**config.mk**
```make
export PLATFORM = sky130hd
export DESIGN_NAME = pyrite_bpi_apb_read_seq
export DESIGN_NICKNAME = d
export VERILOG_FILES = /design/src/rtl/pyrite_bpi_apb_read_seq.sv
export SDC_FILE = /design/constraint.sdc
export NUM_CORES = 1
export LEC_CHECK = 0
export BUFFER_PORTS_ARGS = -buffer_cell sky130_fd_sc_hd__buf_2
export CAP_MARGIN = 20
export CORE_ASPECT_RATIO = 1.4
export CORE_MARGIN = 3
export CORE_UTILIZATION = 27
export CTS_CLUSTER_DIAMETER = 80
export DETAILED_ROUTE_END_ITERATION = 10
export PLACE_DENSITY_LB_ADDON = 0.15
export SLEW_MARGIN = 0
export SYNTH_ARGS = -nofsm -noshare
export SYNTH_HDL_FRONTEND = slang
export SYNTH_SLANG_ARGS = --single-unit
```
**constraint.sdc**
```tcl
create_clock -name clk -period 5.2 [get_ports clk]
set_clock_uncertainty 0.05 [all_clocks]
set_input_delay 0 -clock clk [delete_from_list [all_inputs] [get_ports clk]]
set_output_delay 0 -clock clk [all_outputs]
set_load 0.02 [all_outputs]
```
**src/rtl/pyrite_bpi_apb_read_seq.sv**
```systemverilog
// APB requester that reads words from the Pyrite BPI flash-control block.
// Each command: CTRL setup write, then per word an ADDR write, a one-time OE
// write, a tACC wait and a DATA read; words stream out on a valid/ready port.
// A final CTRL write releases the bus. A slave error aborts to the release.

module pyrite_bpi_apb_read_seq #(
    parameter int unsigned FLASH_DATA_W = 16,
    parameter int unsigned FLASH_ADDR_W = 23,
    parameter int unsigned FLASH_RGN_W  = 1,
    parameter logic [15:0] BASE_ADDR    = 16'h0040,
    parameter int unsigned WAIT_CYCLES  = 8,
    parameter int unsigned CNT_W        = 16
) (
    input  logic                                clk,
    input  logic                                rst,
    input  logic [FLASH_ADDR_W+FLASH_RGN_W-1:0] cmd_addr,
    input  logic [CNT_W-1:0]                    cmd_len,
    input  logic                                cmd_valid,
    output logic                                cmd_ready,
    output logic [FLASH_DATA_W-1:0]             rd_data,
    output logic                                rd_last,
    output logic                                rd_valid,
    input  logic                                rd_ready,
    output logic                                busy,
    output logic                                done,
    output logic                                done_err,
    output logic [15:0]                         m_apb_paddr,
    output logic                                m_apb_psel,
    output logic                                m_apb_penable,
    output logic                                m_apb_pwrite,
    output logic [31:0]                         m_apb_pwdata,
    output logic [3:0]                          m_apb_pstrb,
    input  logic [31:0]                         m_apb_prdata,
    input  logic                                m_apb_pready,
    input  logic                                m_apb_pslverr
);

    localparam int unsigned FA = FLASH_ADDR_W + FLASH_RGN_W;
    localparam int unsigned WW = (WAIT_CYCLES > 1) ? $clog2(WAIT_CYCLES) : 1;
    localparam logic [WW-1:0] WaitLoad = WW'(WAIT_CYCLES - 1);

    localparam logic [15:0] CtrlAddr = BASE_ADDR + 16'h0010;
    localparam logic [15:0] AddrAddr = BASE_ADDR + 16'h0014;
    localparam logic [15:0] DataAddr = BASE_ADDR + 16'h0018;

    // ce_n=0, oe_n=1, we_n=1, adv_n=0, region_oe=1
    localparam logic [31:0] CtrlSetup   = 32'h0001_0006;
    // same as setup with oe_n driven low
    localparam logic [31:0] CtrlOe      = 32'h0001_0004;
    // all strobes deasserted, outputs released
    localparam logic [31:0] CtrlRelease = 32'h0000_000F;

    localparam logic [3:0] StIdle    = 4'd0;
    localparam logic [3:0] StNull    = 4'd1;  // zero-length command, done pulse cycle
    localparam logic [3:0] StSetup   = 4'd2;
    localparam logic [3:0] StAddr    = 4'd3;
    localparam logic [3:0] StOe      = 4'd4;
    localparam logic [3:0] StWait    = 4'd5;
    localparam logic [3:0] StData    = 4'd6;
    localparam logic [3:0] StOut     = 4'd7;
    localparam logic [3:0] StRelease = 4'd8;

    // APB sub-phase inside a transfer state; Gap forces the mandatory idle
    // cycle when one transfer directly follows another.
    localparam logic [1:0] PhGap    = 2'd0;
    localparam logic [1:0] PhSetup  = 2'd1;
    localparam logic [1:0] PhAccess = 2'd2;

    logic [3:0]              state_q, state_d;
    logic [1:0]              ph_q, ph_d;
    logic [FA-1:0]           addr_q, addr_d;
    logic [CNT_W-1:0]        rem_q, rem_d;
    logic [WW-1:0]           wait_q, wait_d;
    logic [FLASH_DATA_W-1:0] data_q, data_d;
    logic                    first_q, first_d;
    logic                    err_q, err_d;
    logic                    done_q, done_d;
    logic                    done_err_q, done_err_d;
    logic                    is_xfer;

    // Decode which states own an APB transfer
    always_comb begin
        is_xfer = 1'b0;
        case (state_q)
            StSetup, StAddr, StOe, StData, StRelease: is_xfer = 1'b1;
            default: is_xfer = 1'b0;
        endcase
    end

    // Status and stream outputs
    always_comb begin
        cmd_ready = (state_q == StIdle);
        busy      = (state_q != StIdle);
        rd_valid  = (state_q == StOut);
        rd_last   = (state_q == StOut) && (rem_q == CNT_W'(1));
        rd_data   = data_q;
        done      = done_q;
        done_err  = done_err_q;
    end

    // APB request lines; address/data held constant from setup to completion
    always_comb begin
        m_apb_psel    = is_xfer && (ph_q != PhGap);
        m_apb_penable = is_xfer && (ph_q == PhAccess);
        m_apb_paddr   = '0;
        m_apb_pwrite  = 1'b0;
        m_apb_pwdata  = '0;
        m_apb_pstrb   = '0;
        if (m_apb_psel) begin
            case (state_q)
                StSetup: begin
                    m_apb_paddr  = CtrlAddr;
                    m_apb_pwrite = 1'b1;
                    m_apb_pwdata = CtrlSetup;
                    m_apb_pstrb  = 4'b0111;
                end
                StAddr: begin
                    m_apb_paddr  = AddrAddr;
                    m_apb_pwrite = 1'b1;
                    m_apb_pwdata = 32'(addr_q);
                    m_apb_pstrb  = 4'b1111;
                end
                StOe: begin
                    m_apb_paddr  = CtrlAddr;
                    m_apb_pwrite = 1'b1;
                    m_apb_pwdata = CtrlOe;
                    m_apb_pstrb  = 4'b0111;
                end
                StData: begin
                    m_apb_paddr  = DataAddr;
                end
                StRelease: begin
                    m_apb_paddr  = CtrlAddr;
                    m_apb_pwrite = 1'b1;
                    m_apb_pwdata = CtrlRelease;
                    m_apb_pstrb  = 4'b0111;
                end
                default: ;
            endcase
        end
    end

    // Sequencer next-state
    always_comb begin
        state_d    = state_q;
        ph_d       = ph_q;
        addr_d     = addr_q;
        rem_d      = rem_q;
        wait_d     = wait_q;
        data_d     = data_q;
        first_d    = first_q;
        err_d      = err_q;
        done_d     = 1'b0;
        done_err_d = 1'b0;

        case (state_q)
            StIdle: begin
                if (cmd_valid) begin
                    addr_d  = cmd_addr;
                    rem_d   = cmd_len;
                    first_d = 1'b1;
                    err_d   = 1'b0;
                    if (cmd_len == '0) begin
                        state_d = StNull;
                        done_d  = 1'b1;
                    end else begin
                        state_d = StSetup;
                        ph_d    = PhSetup;
                    end
                end
            end

            StNull: state_d = StIdle;

            StWait: begin
                if (wait_q == '0) begin
                    state_d = StData;
                    ph_d    = PhSetup;
                end else begin
                    wait_d = wait_q - WW'(1);
                end
            end

            StOut: begin
                // nothing moves on the bus while the consumer stalls
                if (rd_ready) begin
                    rem_d  = rem_q - CNT_W'(1);
                    addr_d = addr_q + FA'(1);
                    ph_d   = PhSetup;
                    state_d = (rem_q == CNT_W'(1)) ? StRelease : StAddr;
                end
            end

            StSetup, StAddr, StOe, StData, StRelease: begin
                if (ph_q == PhGap) begin
                    ph_d = PhSetup;
                end else if (ph_q == PhSetup) begin
                    ph_d = PhAccess;
                end else if (m_apb_pready) begin
                    ph_d = PhGap;
                    if (m_apb_pslverr && (state_q != StRelease)) begin
                        err_d   = 1'b1;
                        state_d = StRelease;
                    end else begin
                        case (state_q)
                            StSetup: state_d = StAddr;
                            StAddr: begin
                                if (first_q) begin
                                    state_d = StOe;
                                end else begin
                                    state_d = StWait;
                                    wait_d  = WaitLoad;
                                end
                            end
                            StOe: begin
                                first_d = 1'b0;
                                state_d = StWait;
                                wait_d  = WaitLoad;
                            end
                            StData: begin
                                data_d  = m_apb_prdata[FLASH_DATA_W-1:0];
                                state_d = StOut;
                            end
                            default: begin
                                state_d    = StIdle;
                                done_d     = 1'b1;
                                done_err_d = err_q;
                            end
                        endcase
                    end
                end
            end

            default: state_d = StIdle;
        endcase
    end

    // State registers with synchronous reset
    always_ff @(posedge clk) begin
        if (rst) begin
            state_q    <= StIdle;
            ph_q       <= PhGap;
            addr_q     <= '0;
            rem_q      <= '0;
            wait_q     <= '0;
            data_q     <= '0;
            first_q    <= 1'b0;
            err_q      <= 1'b0;
            done_q     <= 1'b0;
            done_err_q <= 1'b0;
        end else begin
            state_q    <= state_d;
            ph_q       <= ph_d;
            addr_q     <= addr_d;
            rem_q      <= rem_d;
            wait_q     <= wait_d;
            data_q     <= data_d;
            first_q    <= first_d;
            err_q      <= err_d;
            done_q     <= done_d;
            done_err_q <= done_err_d;
        end
    end

endmodule

```
# [After elaboration in Yosys (flattened, before gate mapping)]
# Index checks and enable logic that the tools add are counted.
[totals] regBits=69 input_bits=78 output_inout_bits=77 word_cells=133
[classes] n_addsub=3 eq_ne=25 muxes=64 bitwise_logic=5 n_reduce_logical=26
[op_table] cell="case mux 24 bit (4 select lines)" n=1
[op_table] cell="2-to-1 mux 24 bit" n=3
[op_table] cell="case mux 24 bit (2 select lines)" n=1
[op_table] cell="2-to-1 mux 4 bit" n=9
[op_table] cell="2-to-1 mux 16 bit" n=2
[op_table] cell="case mux 16 bit (2 select lines)" n=1
[op_table] cell="adder 24 x 1 -> 24 bit, second input constant" n=1
[op_table] cell="AND reduction 6 bit" n=4
[op_table] cell="2-to-1 mux 1 bit" n=22
[op_table] cell="case mux 7 bit (3 select lines)" n=1
[op_table] cell="inequality test 2 bit, second input constant" n=10
[op_table] cell="2-to-1 mux 3 bit" n=6
[op_table] cell="equality test 16 x 1 -> 1 bit, second input constant" n=1
[op_table] cell="equality test 4 x 3 -> 1 bit, second input constant" n=4
[op_table] cell="logical NOT 16 bit" n=1
[op_table] cell="2-to-1 mux 2 bit" n=8
[op_table] cell="case mux 4 bit (4 select lines)" n=1
[op_table] cell="subtractor 16 x 1 -> 16 bit, second input constant" n=1
[op_table] cell="case mux 3 bit (2 select lines)" n=2
[op_table] cell="case mux 3 bit (4 select lines)" n=1
[op_table] cell="OR reduction 10 bit" n=1
[op_table] cell="equality test 4 x 2 -> 1 bit, second input constant" n=2
[op_table] cell="inequality test 4 bit, second input constant" n=2
[op_table] cell="case mux 2 bit (4 select lines)" n=1
[op_table] cell="22 further kinds" n=37

# [Longest topological paths before layout]
[depth] ltp_word=8 mapped_depth=9 depth_no_buf=8

# [Worst setup path before layout]
# No wires, ideal clock.
[synth_timing] path_type="register to register" from="register state_q[0]" to="register state_q[3]" setup_time_ps=95 arrival_time_ps=2296 required_ps=5055 path_slack_ps=2758 stages_incl_launch_ff=8 n_path_buf=1 synth_period_minus_slack_ps=2442 path_cell_list="dfxtp_1 buf_2 nor4_1 inv_1 nor2_1 a211o_2 nor2_1 a221oi_1"
[synth_between] word_cells_on_any_way=23 cone_classes="14 x eq/ne; 5 x mux; 4 x reduce/logical"
[synth_lines] element="start, declared" line_no="69" text="logic [3:0] state_q, state_d;"
[synth_lines] element="start signal, assigned" line_no="241" text="state_q <= StIdle;"
[synth_lines] element="start signal, assigned" line_no="252" text="state_q <= state_d;"
[synth_lines] element="logical NOT 4 bit *"
[synth_lines] element="named net cmd_ready" line_no="19" text="output logic cmd_ready,"
[synth_lines] element="inequality test 2 bit (no line)"
[synth_lines] element="AND reduction 6 bit (no line)"
# Mark *: on every way through the listed nets, which the timed path passes. The rest lies on a longest branch. The select of a mux whose other input is x is not followed.
# A chain may end at the register's enable or synchronous reset.

# [Final worst setup path]
[layout_timing] from="register state_q[0]" to="register addr_q[17]"
[layout_between] elab_chain_len=3 word_cells_on_any_way=7 cone_classes="3 x eq/ne; 1 x mux; 3 x reduce/logical"
[layout_lines] element="equality test 4 x 3 -> 1 bit or logical NOT 4 bit (tied branches)" line_no="156" text="case (state_q)"
[layout_lines] element="inequality test 2 x 1 -> 1 bit (no line) (tied with other cells)"
[layout_lines] element="AND reduction 3 bit (no line)"
[layout_lines] element="end signal, assigned" line_no="254" text="addr_q <= addr_d;"
[layout_lines] element="end, declared" line_no="71" text="logic [FA-1:0] addr_q, addr_d;"
# Parallel ways exist; a longest one is shown, timed or not.

==> flow_metrics.env <==
export IMPL_num_antenna_cells=0
export IMPL_fin_nets=817
export IMPL_postCtsSetupRepairBufs=0
export IMPL_hold_viol=0
export IMPL_cp_start_kind="flop"
export IMPL_die_w_um=113.9
export IMPL_dr_pass1_iters=5
export IMPL_port_buffers=118
export IMPL_status="completed"
export IMPL_final_cell_mix="118 x buf_2, 82 x nand2_1, 69 x dfxtp_1, 67 x a21oi_1, 43 x nor2_1"
export IMPL_h_tree_depth=3
export IMPL_worst_slack_ns=2.514
export IMPL_routedWlPerCell_um=15.73
export IMPL_hold_class="input pin to flop"
export IMPL_start_util_pct=27.93
export IMPL_syn_to_final_growth_pct=30.31
export IMPL_num_rows=54
export IMPL_synth_seq_cells=69
export IMPL_grt_max_degree=80
export IMPL_dp_slack_ns=2.538
export IMPL_io_pins=155
export IMPL_setup_viol=0
export IMPL_drive_gt1_share_pct=20.84
export IMPL_clk_latency_ns=0.33
export IMPL_cts_buffers=9
export IMPL_cts_buffer_depth=2
export IMPL_drv_slew=0
export IMPL_criticalPathCategory="flop to flop"
export IMPL_core_area_um2=15740
export IMPL_synth_area_um2=4397
export IMPL_die_h_um=157.0
export IMPL_stdcell_count=935
export IMPL_relSlewSlack_pct=28.96
export IMPL_ys_seq_area_share_pct=31.42
export IMPL_period_share_pct=51.65
export IMPL_path_max_fanout=27
export IMPL_grtUsageTotal_pct=15.99
export IMPL_avgSynthCellArea_um2=7.291
export IMPL_synthFlopType="dfxtp_1"
export IMPL_synth_enable_flop_cells=0
export IMPL_clk_transition_reported_paths_ns=0.06
export IMPL_power_per_cell_area_nw_per_um2=397.6
export IMPL_async_reset_ff_share_pct=0
export IMPL_maxCapViolCount=0
export IMPL_max_freq_mhz=372.3
export IMPL_ctsRootBufferMaster="clkbuf_16"
export IMPL_grt_use_met2_pct=26.65
export IMPL_crit_required_ns=5.42
export IMPL_r2r_slack_ns=2.51
export IMPL_vias=4848
export IMPL_cts_tree="built"
export IMPL_critical_path_arrival_ns=2.90
export IMPL_grt_pass1_vias=4547
export IMPL_min_period_ns=2.686
export IMPL_ir_worst_vdd_mv=0.2063
export IMPL_wl_um=14710
export IMPL_gp_congestion=0.8295
export IMPL_hpwl_um=10140
export IMPL_setup_worst_path_end_class="flop"
export IMPL_p_leak_nw=2.370
export IMPL_vias_per_cell=5.185
export IMPL_synthCells=603
export IMPL_dp_cells=878
export IMPL_grt_ovfl_total=0
export IMPL_ys_warn_count=0
export IMPL_hold_ws_ns=0.008954
export IMPL_drt_iter0_drc=260
export IMPL_final_common_cell="buf_2"
export IMPL_worst_pin_slew_ns=1.057
export IMPL_grt_pass1_wl_um=23100
export IMPL_dieArea_um2=17870
export IMPL_busiest_layer="met2"
export IMPL_route_detailed_drc=0
export IMPL_power_w=0.002278
export IMPL_cts_sink_count=69
export IMPL_antenna_found_initial=0
export IMPL_met1_usage_pct=20.69
export IMPL_use_met3_pct=3.269
export IMPL_yosysUniqueCellTypes=63
export IMPL_antenna_left=0
export IMPL_fillerInstances=1658
export IMPL_rsz0062_at_grt="false"
export IMPL_fin_tns_setup_ns=0
## cell families (layout without fill, tap and decap cells)
group,Yosys count,after routing,synth area share (%)
and+or+nand+nor,255,255,29.68
DFF,69,69,31.42
muxes,2,2,0.5122
adders and majority gates,5,5,1.423
AOI/OAI and AO/OA,190,190,27.26
buffers and inverters,81,198,9.619
other,1,20,0.08529
## power breakdown
| group | total (W) | internal, W | switching (W) |
|---|---|---|---|
| Combinational | 0.000854 | 0.000329 | 0.000526 |
| Clock | 0.000648 | 0.000418 | 0.000230 |
| Sequential | 0.000776 | 0.000627 | 0.000149 |
## Yosys cell counts (all sizes together), types with 2 or more instances
library cell,number,area (um2)
and3,6,37.54
a31oi,5,31.28
a311oi,2,17.52
nand2b,8,50.05
a22o,2,17.52
a32o,2,20.02
a211oi,15,112.6
a211o,2,18.77
nor3,17,85.08
nand2,82,307.8
o32ai,5,43.79
or4,3,22.52
a21o,8,60.06
nor2,43,161.4
nand3,13,65.06
nor4b,2,17.52
or4b,2,23.77
a41o,2,20.02
o21bai,2,15.01
inv,15,56.30
o22ai,5,31.28
a221oi,4,35.03
nor3b,4,30.03
nor4,16,121.4
nand4,13,81.33
o31ai,5,37.54
buf,42,276.5
o31a,3,26.28
dfxtp,69,1381
a32oi,2,17.52
nor2b,8,50.05
nand3b,3,22.52
a21oi,68,344.1
or3,10,62.56
o21ai,41,205.2
clkbuf,24,90.09
a22oi,7,52.55
nand4b,2,17.52
ha,5,62.56
mux2,2,22.52
a31o,2,17.52
and2,20,125.1
## repair_timing
| item | in CTS | in global routing |
|---|---|---|
| hold endpoints to repair | 41 | 0 |
| hold buffers | 41 | 0 |
| gates resized for setup | 0 | 0 |
## sequential cells by signal, summed over array words and instances (netlist names)
signal / flops
rd_data: 16
rem_q: 16
err_q: 1
addr_q: 24
ph_q: 2
first_q: 1
wait_q: 3
done_err: 1
done: 1
state_q: 4
## metal layers
layer	wire, um	vias up
li1	-	2429
met1	6615	2261
met2	7091	142
met3	761	16
met4	239	0
met5	0	-
## final timing paths
| kind | end | depth (start not counted) | startpoint |
|---|---|---|---|
| worst max-delay path | addr_q[17] | 6 | state_q[0] |
| worst min register to register | rd_data[11] | 2 | rd_data[11] |
| worst min-delay path | addr_q[7] | 4 | cmd_addr[7] |
| worst max register to register | addr_q[17] | 6 | state_q[0] |
## worst max-delay path, cell delays in order, from the launching register on
cell and delay [ns]:
dfxtp_1 0.52, or4b_4 0.64, a21oi_4 0.59, buf_4 0.36
nor2_1 0.05, or3_1 0.30, a21oi_1 0.11
## area by class of cell
class	instances	area (um2)	share of cell area [%]
multi-input cells	472	2678	46.74
inverters	15	56.30	0.9827
flip-flops and latches	69	1381	24.11
clock buffers	11	232.7	4.062
clock inverters	5	75.07	1.310
well taps	196	245.2	4.280
repair buffers	167	1061	18.52
## through the flow
| stage | cell area (um2) | util [%] |
|---|---|---|
| final | 5729 | 36.39 |
| after global routing | 5729 | 36.39 |
| after CTS | 5729 | 36.39 |
| after detailed placement | 5011 | 31.83 |
| after global placement | 5011 | 31.83 |
| after floorplan | 4468 | - |
No activity file was read; power rests on OpenSTA's default activity.
